`src/rtl/addr_trans_pkg.sv`:
```
// Shared types and constants for the address translation unit.
// Request types, exception codes and page sizes.
package addr_trans_pkg;

  typedef enum logic [1:0] {
    RT_FETCH = 2'd0,
    RT_LOAD  = 2'd1,
    RT_STORE = 2'd2
  } req_type_e;

  localparam logic [5:0] ECODE_NONE = 6'h00;
  localparam logic [5:0] ECODE_PIL  = 6'h01;
  localparam logic [5:0] ECODE_PIS  = 6'h02;
  localparam logic [5:0] ECODE_PIF  = 6'h03;
  localparam logic [5:0] ECODE_PME  = 6'h04;
  localparam logic [5:0] ECODE_PPI  = 6'h07;
  localparam logic [5:0] ECODE_TLBR = 6'h3F;

  localparam logic [5:0] PS_4K = 6'd12;
  localparam logic [5:0] PS_4M = 6'd22;

  typedef struct packed {
    logic [31:0] pa;
    logic [1:0]  mat;
    logic        ex;
    logic [5:0]  ecode;
  } xlat_t;

endpackage

```
`src/rtl/addr_trans_dmw.sv`:
```
// Direct-mapped window match for one DMW register.
// PLV1/PLV2 never hit a window.
module dmw_match (
  input  logic [31:0] dmw,
  input  logic [31:0] va,
  input  logic [1:0]  plv,
  output logic        hit,
  output logic [31:0] pa,
  output logic [1:0]  mat
);

  logic plv_ok;
  logic unused_bits;

  // privilege enable bit selected by current level
  always_comb begin
    plv_ok = 1'b0;
    unique case (plv)
      2'd0:    plv_ok = dmw[0];
      2'd3:    plv_ok = dmw[3];
      default: plv_ok = 1'b0;
    endcase
  end

  assign hit = plv_ok && (dmw[31:29] == va[31:29]);
  assign pa  = {dmw[27:25], va[28:0]};
  assign mat = dmw[5:4];

  assign unused_bits = ^{dmw[28], dmw[24:6], dmw[2:1]};

endmodule

```
`src/rtl/addr_trans.sv`:
```
// Two-stage virtual-to-physical address translation.
// S1 holds the request and drives the TLB; S2 holds the response.
module addr_trans
  import addr_trans_pkg::*;
#(
  parameter int TLBNUM = 16,
  localparam int IW = (TLBNUM > 1) ? $clog2(TLBNUM) : 1
) (
  input  logic          clk,
  input  logic          reset,
  input  logic          flush,
  input  logic          req_valid,
  output logic          req_ready,
  input  logic [31:0]   req_va,
  input  logic [1:0]    req_type,
  input  logic          csr_da,
  input  logic          csr_pg,
  input  logic [1:0]    csr_plv,
  input  logic [9:0]    csr_asid,
  input  logic [1:0]    csr_datf,
  input  logic [1:0]    csr_datm,
  input  logic [31:0]   csr_dmw0,
  input  logic [31:0]   csr_dmw1,
  output logic [18:0]   s_vppn,
  output logic          s_va_bit12,
  output logic [9:0]    s_asid,
  input  logic          s_found,
  input  logic [IW-1:0] s_index,
  input  logic [19:0]   s_ppn,
  input  logic [5:0]    s_ps,
  input  logic [1:0]    s_plv,
  input  logic [1:0]    s_mat,
  input  logic          s_d,
  input  logic          s_v,
  output logic          rsp_valid,
  input  logic          rsp_ready,
  output logic [31:0]   rsp_pa,
  output logic [1:0]    rsp_mat,
  output logic          rsp_ex,
  output logic [5:0]    rsp_ecode,
  output logic [15:0]   miss_cnt
);

  logic        s1_valid_q, s1_valid_d;
  logic [31:0] s1_va_q, s1_va_d;
  logic [1:0]  s1_type_q, s1_type_d;
  logic        rsp_valid_q, rsp_valid_d;
  xlat_t       rsp_q, rsp_d, xlat;
  logic [15:0] miss_cnt_q, miss_cnt_d;
  logic        s2_free, move, accept;
  logic        hit0, hit1;
  logic [31:0] pa0, pa1, tlb_pa;
  logic [1:0]  mat0, mat1;
  logic [5:0]  tlb_ecode;
  logic        unused_ok;

  assign s2_free   = ~rsp_valid_q | rsp_ready;
  assign req_ready = ~flush & (~s1_valid_q | s2_free);
  assign move      = s1_valid_q & s2_free;
  assign accept    = req_valid & req_ready;

  assign s_vppn     = s1_va_q[31:13];
  assign s_va_bit12 = s1_va_q[12];
  assign s_asid     = csr_asid;

  assign rsp_valid = rsp_valid_q;
  assign rsp_pa    = rsp_q.pa;
  assign rsp_mat   = rsp_q.mat;
  assign rsp_ex    = rsp_q.ex;
  assign rsp_ecode = rsp_q.ecode;
  assign miss_cnt  = miss_cnt_q;

  assign unused_ok = ^s_index;

  dmw_match u_dmw0 (
    .dmw (csr_dmw0),
    .va  (s1_va_q),
    .plv (csr_plv),
    .hit (hit0),
    .pa  (pa0),
    .mat (mat0)
  );

  dmw_match u_dmw1 (
    .dmw (csr_dmw1),
    .va  (s1_va_q),
    .plv (csr_plv),
    .hit (hit1),
    .pa  (pa1),
    .mat (mat1)
  );

  assign tlb_pa = (s_ps == PS_4M) ? {s_ppn[19:10], s1_va_q[21:0]}
                                  : {s_ppn, s1_va_q[11:0]};

  // TLB exception check in priority order
  always_comb begin
    tlb_ecode = ECODE_NONE;
    if (!s_found) begin
      tlb_ecode = ECODE_TLBR;
    end else if (!s_v) begin
      unique case (s1_type_q)
        RT_FETCH: tlb_ecode = ECODE_PIF;
        RT_STORE: tlb_ecode = ECODE_PIS;
        default:  tlb_ecode = ECODE_PIL;
      endcase
    end else if (csr_plv > s_plv) begin
      tlb_ecode = ECODE_PPI;
    end else if (s1_type_q == RT_STORE && !s_d) begin
      tlb_ecode = ECODE_PME;
    end
  end

  // select direct, window or TLB translation for S1
  always_comb begin
    xlat = '0;
    if (csr_da || !csr_pg) begin
      xlat.pa  = s1_va_q;
      xlat.mat = (s1_type_q == RT_FETCH) ? csr_datf : csr_datm;
    end else if (hit0) begin
      xlat.pa  = pa0;
      xlat.mat = mat0;
    end else if (hit1) begin
      xlat.pa  = pa1;
      xlat.mat = mat1;
    end else if (tlb_ecode != ECODE_NONE) begin
      xlat.ex    = 1'b1;
      xlat.ecode = tlb_ecode;
    end else begin
      xlat.pa  = tlb_pa;
      xlat.mat = s_mat;
    end
  end

  // pipeline advance, flush and miss counting
  always_comb begin
    s1_valid_d  = s1_valid_q;
    s1_va_d     = s1_va_q;
    s1_type_d   = s1_type_q;
    rsp_valid_d = rsp_valid_q;
    rsp_d       = rsp_q;
    miss_cnt_d  = miss_cnt_q;
    if (move) s1_valid_d = 1'b0;
    if (accept) begin
      s1_valid_d = 1'b1;
      s1_va_d    = req_va;
      s1_type_d  = req_type;
    end
    if (s2_free) begin
      rsp_valid_d = move;
      if (move) rsp_d = xlat;
    end
    if (rsp_valid_q && rsp_ready && !flush && rsp_q.ecode == ECODE_TLBR)
      miss_cnt_d = miss_cnt_q + 16'd1;
    if (flush) begin
      s1_valid_d  = 1'b0;
      rsp_valid_d = 1'b0;
    end
  end

  // state registers
  always_ff @(posedge clk or posedge reset) begin
    if (reset) begin
      s1_valid_q  <= 1'b0;
      s1_va_q     <= '0;
      s1_type_q   <= '0;
      rsp_valid_q <= 1'b0;
      rsp_q       <= '0;
      miss_cnt_q  <= '0;
    end else begin
      s1_valid_q  <= s1_valid_d;
      s1_va_q     <= s1_va_d;
      s1_type_q   <= s1_type_d;
      rsp_valid_q <= rsp_valid_d;
      rsp_q       <= rsp_d;
      miss_cnt_q  <= miss_cnt_d;
    end
  end

endmodule
```
`config.mk`:
```
export PLATFORM = sky130hd
export DESIGN_NAME = addr_trans
export DESIGN_NICKNAME = d
export VERILOG_FILES = /design/src/rtl/addr_trans_pkg.sv /design/src/rtl/addr_trans_dmw.sv /design/src/rtl/addr_trans.sv
export SDC_FILE = /design/constraint.sdc
export NUM_CORES = 1
export LEC_CHECK = 0
export CELL_PAD_IN_SITES_DETAIL_PLACEMENT = 1
export CELL_PAD_IN_SITES_GLOBAL_PLACEMENT = 1
export CORE_UTILIZATION = 26
export CTS_CLUSTER_SIZE = 16
export DETAILED_ROUTE_END_ITERATION = 6
export GPL_TIMING_DRIVEN = 1
export PLACE_DENSITY = 0.9
export SLEW_MARGIN = 20
export SYNTH_ARGS = -nofsm -noshare
export SYNTH_HDL_FRONTEND = slang
export SYNTH_SLANG_ARGS = --single-unit
```
`constraint.sdc`:
```
create_clock -name clk -period 2.7 [get_ports clk]
set_input_delay 0.405 -clock clk [delete_from_list [all_inputs] [get_ports clk]]
set_output_delay 0.405 -clock clk [all_outputs]
set_load 0.02 [all_outputs]
```
==> results of run 1 <==
==> power by group through the flow <==
stage,sequential [W],clock (W),combinational (W)
6_report,0.00169,0.00142,0.00111
2_1_floorplan,0.00182,0,0.000457
5_1_grt,0.00171,0.00151,0.00118
3_5_place_dp,0.00171,0,0.00112
4_1_cts,0.00169,0.00146,0.00112
3_3_place_gp,0.00170,0,0.00109
==> layout make-up <==
class / count / area (um2) / area share [%]
sequential: 91 / 2280 / 34.5
timing repair buffer: 196 / 1970 / 29.8
multi-input combinational: 215 / 1710 / 25.9
clock buffer: 13 / 270 / 4.10
tap: 216 / 270 / 4.10
clock inverter: 3 / 68.8 / 1.04
inverter: 7 / 30.0 / 0.455
antenna: 1 / 2.50 / 0.0379
==> cells in the final DEF (no fill, tap or decap), types with 2 or more instances in the layout <==
| cell | synthesis | routed |
|---|---|---|
| clkdlybuf4s50_1 | 0 | 178 |
| dfrtp_1 | 91 | 91 |
| mux2_2 | 44 | 44 |
| a22o_1 | 21 | 21 |
| nand2_1 | 20 | 19 |
| nor2_1 | 17 | 17 |
| buf_4 | 29 | 14 |
| xnor2_1 | 13 | 13 |
| nand4_1 | 9 | 9 |
| and3_1 | 9 | 9 |
| clkbuf_16 | 0 | 9 |
| xor2_1 | 8 | 8 |
| o21ai_0 | 7 | 7 |
| a22oi_1 | 7 | 7 |
| inv_1 | 7 | 6 |
| a21oi_1 | 5 | 5 |
| nor3_1 | 6 | 5 |
| o22ai_1 | 5 | 5 |
| ha_1 | 5 | 5 |
| nor2b_1 | 4 | 4 |
| nand3_1 | 4 | 4 |
| a221o_1 | 4 | 4 |
| buf_12 | 0 | 4 |
| a211o_1 | 3 | 3 |
| a221oi_1 | 3 | 3 |
| clkbuf_8 | 0 | 3 |
| nor3_2 | 1 | 2 |
| nand3b_1 | 2 | 2 |
| a211oi_1 | 2 | 2 |
| a21o_1 | 2 | 2 |
| o31ai_1 | 2 | 2 |
| mux2i_1 | 2 | 2 |
| bufinv_16 | 0 | 2 |
==> worst register-to-register path, delay by kind of cell (launching register included) <==
family / cells / cell delay, ps
compound gates: 1 / 260
xor+xnor: 1 / 190
buf+inv: 3 / 530
flops: 1 / 450
simple gates: 4 / 580
==> stage by stage <==
| stage | instance area [um2] | hold slack (ps) | setup WS, ps | std cells | power, W |
|---|---|---|---|---|---|
| 2_1_floorplan | 4280 | 461 | 560 | 354 | 0.00228 |
| 3_3_place_gp | 6240 | 461 | -231 | 725 | 0.00279 |
| 3_5_place_dp | 6240 | 457 | -265 | 725 | 0.00283 |
| 4_1_cts | 6580 | 480 | 76.1 | 741 | 0.00427 |
| 5_1_grt | 6590 | 519 | -3.49 | 741 | 0.00440 |
| 6_report | 6600 | 471 | 142 | 742 | 0.00421 |
==> per-layer routing <==
metal	GRT usage, %	vias to the layer above
met4	7.32	0
met1	17.9	1759
met3	4.80	24
met5	0	-
met2	28.3	129
li1	-	1585
==> cells by family (layout without fill, tap and decap cells) <==
group / count (synthesis) / count (layout)
buffers and inverters: 48 / 219
AOI/OAI and AO/OA: 64 / 64
and+or+nand+nor: 79 / 79
DFF: 91 / 91
muxes: 46 / 46
xor gates and xnor gates: 21 / 21
adders and majority gates: 5 / 5
other: 0 / 1
==> flip-flops by register name (all words and copies together) (netlist names) <==
name / count
miss_cnt: 16
rsp_ecode: 4
rsp_ex: 1
rsp_mat: 2
rsp_pa: 32
rsp_valid: 1
s1_type_q: 2
s1_va_q: 32
s1_valid_q: 1
==> how the worst min path moves through the flow <==
stage	to	slack, ps	cells past startpoint
floorplan	rsp_pa[0]	460	1
global route	rsp_pa[8]	520	2
detailed placement	miss_cnt[15]	460	1
CTS	miss_cnt[15]	480	1
global placement	miss_cnt[15]	460	1
finish	miss_cnt[15]	470	1
==> repair_timing <==
action / in CTS / in global routing
endpoints found under the hold margin: 0 / 0
buffers inserted: 0 / 0
setup endpoints to repair: 0 / 18
resized for setup: 0 / 2
==> qor.yml, run 1 <==
status: "complete, no violations"
ys_warn_count: 0
pwr-share-clk_pct: 33.6
worstPathRequired_ps: 2920
max-slew-margin-rel_pct: 58.4
grt_max_degree: 36
drv_slew: 0
pwr-share-comb_pct: 26.4
path_cells: "clkdlybuf4s50_1 -> inv_1 -> ha_1 -> nor4_2 -> buf_4 -> nand2_1 -> buf_4 -> nand3b_1 -> buf_4 -> nor3_1 -> a211o_1"
synth_seq_cells: 91
critPathArrivalTime_ps: 2780
dp_hpwl_mm: 10.1
synthArstFlopShare_pct: 100
wl_met3_um: 881
startpoint_type: "primary input"
first_pass_iters: 4
critical_path_buf_inv_count: 5
crit_family: "buffers and inverters"
p_per_area_nw_per_um2: 639
cp.depth: 11
r2r_slack_ps: 570
r2r_cells: 9
drcViolationCount: 0
antenna_found_initial: 0
wl_met2_mm: 6.84
swShare_pct: 27.6
top_level_ports: 247
syn-mean-instance-area_um2: 12.1
fmax_ghz: 0.391
endpoint_kind: "flop"
grt_pass1_wl_mm: 20.7
synthXorXnorAreaFrac_pct: 4.30
drt-initial-drc-count: 75
yosysSeqAreaShare_pct: 53.2
std_cell_rows: 46
crit_start: "csr_plv[0]"
fin_worst_skew_ps: 6.30
hold_buffers: 0
io_buffers: 178
drtAntennaViolNets: 0
overflow: 0
cts_htree_levels: 3
rsz0062_at_grt: "yes"
cts_tree: "done"
via_count: 3497
drt_wl_total_mm: 13.3
synthTopCellsByCount: "dfrtp_1, mux2_2, buf_4"
wl_met1_mm: 5.26
hold_viol_final: 0
final_util_pct: 41.2
path_max_fanout: 8
synthAdderAreaFrac_pct: 1.46
synth-simple-area-share_pct: 10.2
tns_ps: 0
post_drt_wl_per_cell_um: 17.9
hold_start: "miss_cnt[15]"
synthMostInstantiatedCell: "dfrtp_1"
synth.distinct_cells: 40
regToRegEndpoint: "rsp_pa[23]"
worstSkewPairLatency_ps: 340
synth.net_count: 517
crit_path_end: "rsp_pa[23]"
via_per_inst: 4.71
min_path_type: "reg2reg"
synth_area_um2: 4280
dieArea_um2: 17000
synth_top_family_by_area: "multiplexers"
setup.worst_path.class: "in2reg"
synth_area_leader_cell: "dfrtp_1"
syn_inst: 354
worstMarginPinSlew_ps: 623
finalSetupViolations: 0
max_cap_viol_count: 0
synthMuxAreaShare_pct: 12.1
cts_buffers: 9
synth_edf_count: 0
pwr-share-seq_pct: 40.0
cellLeakagePower_nw: 2.77
start_util_pct: 26.7
synth_compound_area_share_pct: 11.6
finalCritPeriodShare_pct: 94.8
cts_root_buf: "clkbuf_16"
cts_buffer_depth: 2
area_growth_pct: 54.2
post-route-min-period_ps: 2560
cp_slowest_cell: "clkdlybuf4s50_1"
reg2reg_from: "s1_va_q[31]"
grt_usage_pct: 16.1
coreArea_um2: 16000
switching_power_w: 0.00116
final_layout_size_suffix_gt1_share_pct: 16.6
gp_congestion: 0.757
p_int_w: 0.00305
die_h_um: 130
cpPeakStageDelay_ps: 500
fp.dieW_um: 130
highest_layer: "met4"
cts.sinks: 91
peakVddDrop_uv: 254
cp_common_cell: "buf_4"
final_nets: 683
fillers: 1744
clkTransAtPathRegs_ps: 70
yosys-top-cells-area: "dfrtp_1, mux2_2, buf_4"
synth_top_area_share_pct: 53.2
synth_flop_cell: "dfrtp_1"
grt_pass1_vias: 3892
Note: power is estimated with default switching activity, not from simulation.
==> run 2: changes to the inputs <==
==> constraint.sdc (replaced) <==
create_clock -name clk -period 2.3 [get_ports clk]
set_input_delay 0.345 -clock clk [delete_from_list [all_inputs] [get_ports clk]]
set_output_delay 0.345 -clock clk [all_outputs]
set_load 0.02 [all_outputs]
==> run 2 against run 1 <==
Combinational power grew 20%. Utilization up 0.18 points. Setup slack worse by 100 ps. First-iteration DRC count increased by 60%. Sequential power up 17%. Via count rose by 0.51%. Clock power is essentially flat. Clock skew up 1.6 ps. Count of clock-buffer cells in the layout down 2. Register-to-register slack got worse by 420 ps. Critical endpoint is now rsp_pa[18]. Largest cell class unchanged.
==> qor.yml, run 2 (synthesis gave the netlist of run 1 again) <==
status: "complete, no violations"
grt_pass1_vias: 4025  # +3.4%
cpPeakStageDelay_ps: 500  # about the same
path_cells: "clkdlybuf4s50_1 -> inv_2 -> ha_4 -> nor4_4 -> nand2_2 -> nand4b_2 -> mux2_2 -> a22o_1"
final_common_cell: "clkdlybuf4s50_1"
drt-initial-drc-count: 120  # +60%
endpoint_kind: "flop"
grt_pass1_wl_mm: 21.5  # +3.7%
dp_hpwl_mm: 10.2  # +0.70%
max-slew-margin-rel_pct: 65.7  # +7.3 points
max_cap_viol_count: 0  # unchanged
post-route-min-period_ps: 2260
drt_wl_total_mm: 13.7  # +3.2%
total_power_w: 0.00477  # +13%
antenna_found_initial: 2  # +2
finalSetupViolations: 0  # unchanged
hold_viol_final: 0  # unchanged
drtAntennaViolNets: 0  # unchanged
via_per_inst: 4.69  # -0.56%
critPathArrivalTime_ps: 2480  # -300 ps
drcViolationCount: 0  # unchanged
rsz0062_at_grt: "yes"
setup.worst_path.class: "in2reg"
fillers: 1742  # -0.11%
final_layout_size_suffix_gt1_share_pct: 18.2  # +1.7 points
fmax_ghz: 0.442
die_h_um: 130  # unchanged
hold_buffers: 0  # unchanged
final_nets: 690  # +1.0%
first_pass_iters: 5  # +1
fp.dieW_um: 130  # unchanged
dieArea_um2: 17000  # unchanged
cp_slowest_cell: "clkdlybuf4s50_1"
cts_buffers: 9  # unchanged
overflow: 0  # unchanged
peakVddDrop_uv: 513  # +100%
cts_tree: "done"
clkTransAtPathRegs_ps: 60  # about the same
worstMarginPinSlew_ps: 515  # -108 ps
area_growth_pct: 54.8
grt_max_degree: 92  # +160%
final_cell_mix: "clkdlybuf4s50_1, dfrtp_1, mux2_2"
min_path_type: "reg2reg"
top_level_ports: 247  # unchanged
start_util_pct: 26.7  # unchanged
cts_root_buf: "clkbuf_16"
p_per_area_nw_per_um2: 720  # +13%
finalCritPeriodShare_pct: 98.3
worstPathRequired_ps: 2520  # -400 ps
via_count: 3515  # +0.51%
startpoint_type: "primary input"
cts.sinks: 91  # unchanged
gp_congestion: 0.766  # +1.1%
final_util_pct: 41.4  # +0.18 points
cellLeakagePower_nw: 2.79  # +0.58%
std_cell_rows: 46  # unchanged
fin_worst_skew_ps: 7.85  # +1.55 ps
post_drt_wl_per_cell_um: 18.3  # +2.1%
path_max_fanout: 4  # -4
coreArea_um2: 16000  # unchanged
io_buffers: 178  # unchanged
drv_slew: 0  # unchanged
worstSkewPairLatency_ps: 340  # about the same
critical_path_buf_inv_count: 2  # -3
grt_usage_pct: 16.9  # +0.80 points
cts_htree_levels: 3  # unchanged
crit_family: "simple AND/OR/NAND/NOR gates"
cts_buffer_depth: 2  # unchanged
-- run 2: through the flow --
stage	hold WS [ps]	instances	cell area, um2	setup TNS, ps	setup slack [ps]
after floorplan	411	354	4280	0	220
after detailed placement	460	730	6270	-17220	-629
after global placement	461	730	6270	-12390	-477
final	467	750	6620	0	39.4
after global routing	497	748	6620	-51.1	-12.8
after CTS	473	748	6610	0	0.309
-- run 2: metal layers --
| metal | track usage [%] | vias up | wire length [um] |
|---|---|---|---|
| met5 | 0 | - | 0 |
| met4 | 6.22 | 0 | 362 |
| met3 | 7.05 | 31 | 1140 |
| met2 | 29.9 | 130 | 7060 |
| met1 | 17.9 | 1751 | 5160 |
| li1 | - | 1603 | - |
-- run 2: report_power, final --
| part | switching (W) | leakage (nW) | total, W | internal [W] |
|---|---|---|---|---|
| clock | 0.000615 | 0.143 | 0.00145 | 0.000840 |
| combinational | 0.000603 | 1.50 | 0.00133 | 0.000728 |
| sequential | 0.000159 | 1.14 | 0.00198 | 0.00182 |
-- run 2: final cells by class --
cell class	count	area (um2)	area share, %
clock inverters	5	53.8	0.812
repair buffers	202	2000	30.2
well taps	216	270	4.08
diodes	2	5.00	0.0756
clock buffers	11	233	3.51
inverters	7	30.0	0.453
flip-flops and latches	91	2280	34.4
multi-input cells	216	1750	26.5
-- run 2: worst register-to-register path: cells and delay by family, from the launching register on --
kind	cells	cell delay [ps]
muxes	1	360
AOI/OAI and AO/OA	1	200
DFF	1	450
and+or+nand+nor	3	820
xor gates and xnor gates	1	220
-- run 2: final timing paths --
path | start | end | slack (ps) | depth (start not counted)
worst max-delay path | csr_plv[0] | rsp_pa[18] | 40 | 8
worst min-delay path | miss_cnt[15] | miss_cnt[15] | 470 | 1
worst max register to register | s1_va_q[30] | rsp_pa[18] | 150 | 6
worst min register to register | miss_cnt[15] | miss_cnt[15] | 470 | 1
max in group asynchronous | reset | s1_va_q[15] | 1400 | 3
min in group asynchronous | reset | miss_cnt[15] | 480 | 3
-- run 2: timing repair --
action / CTS / global route
endpoints found under the setup margin: 24 / 35
cloned: 1 / 0
setup buffers: 1 / 0
pin swaps: 3 / 2
gates resized for setup: 5 / 4
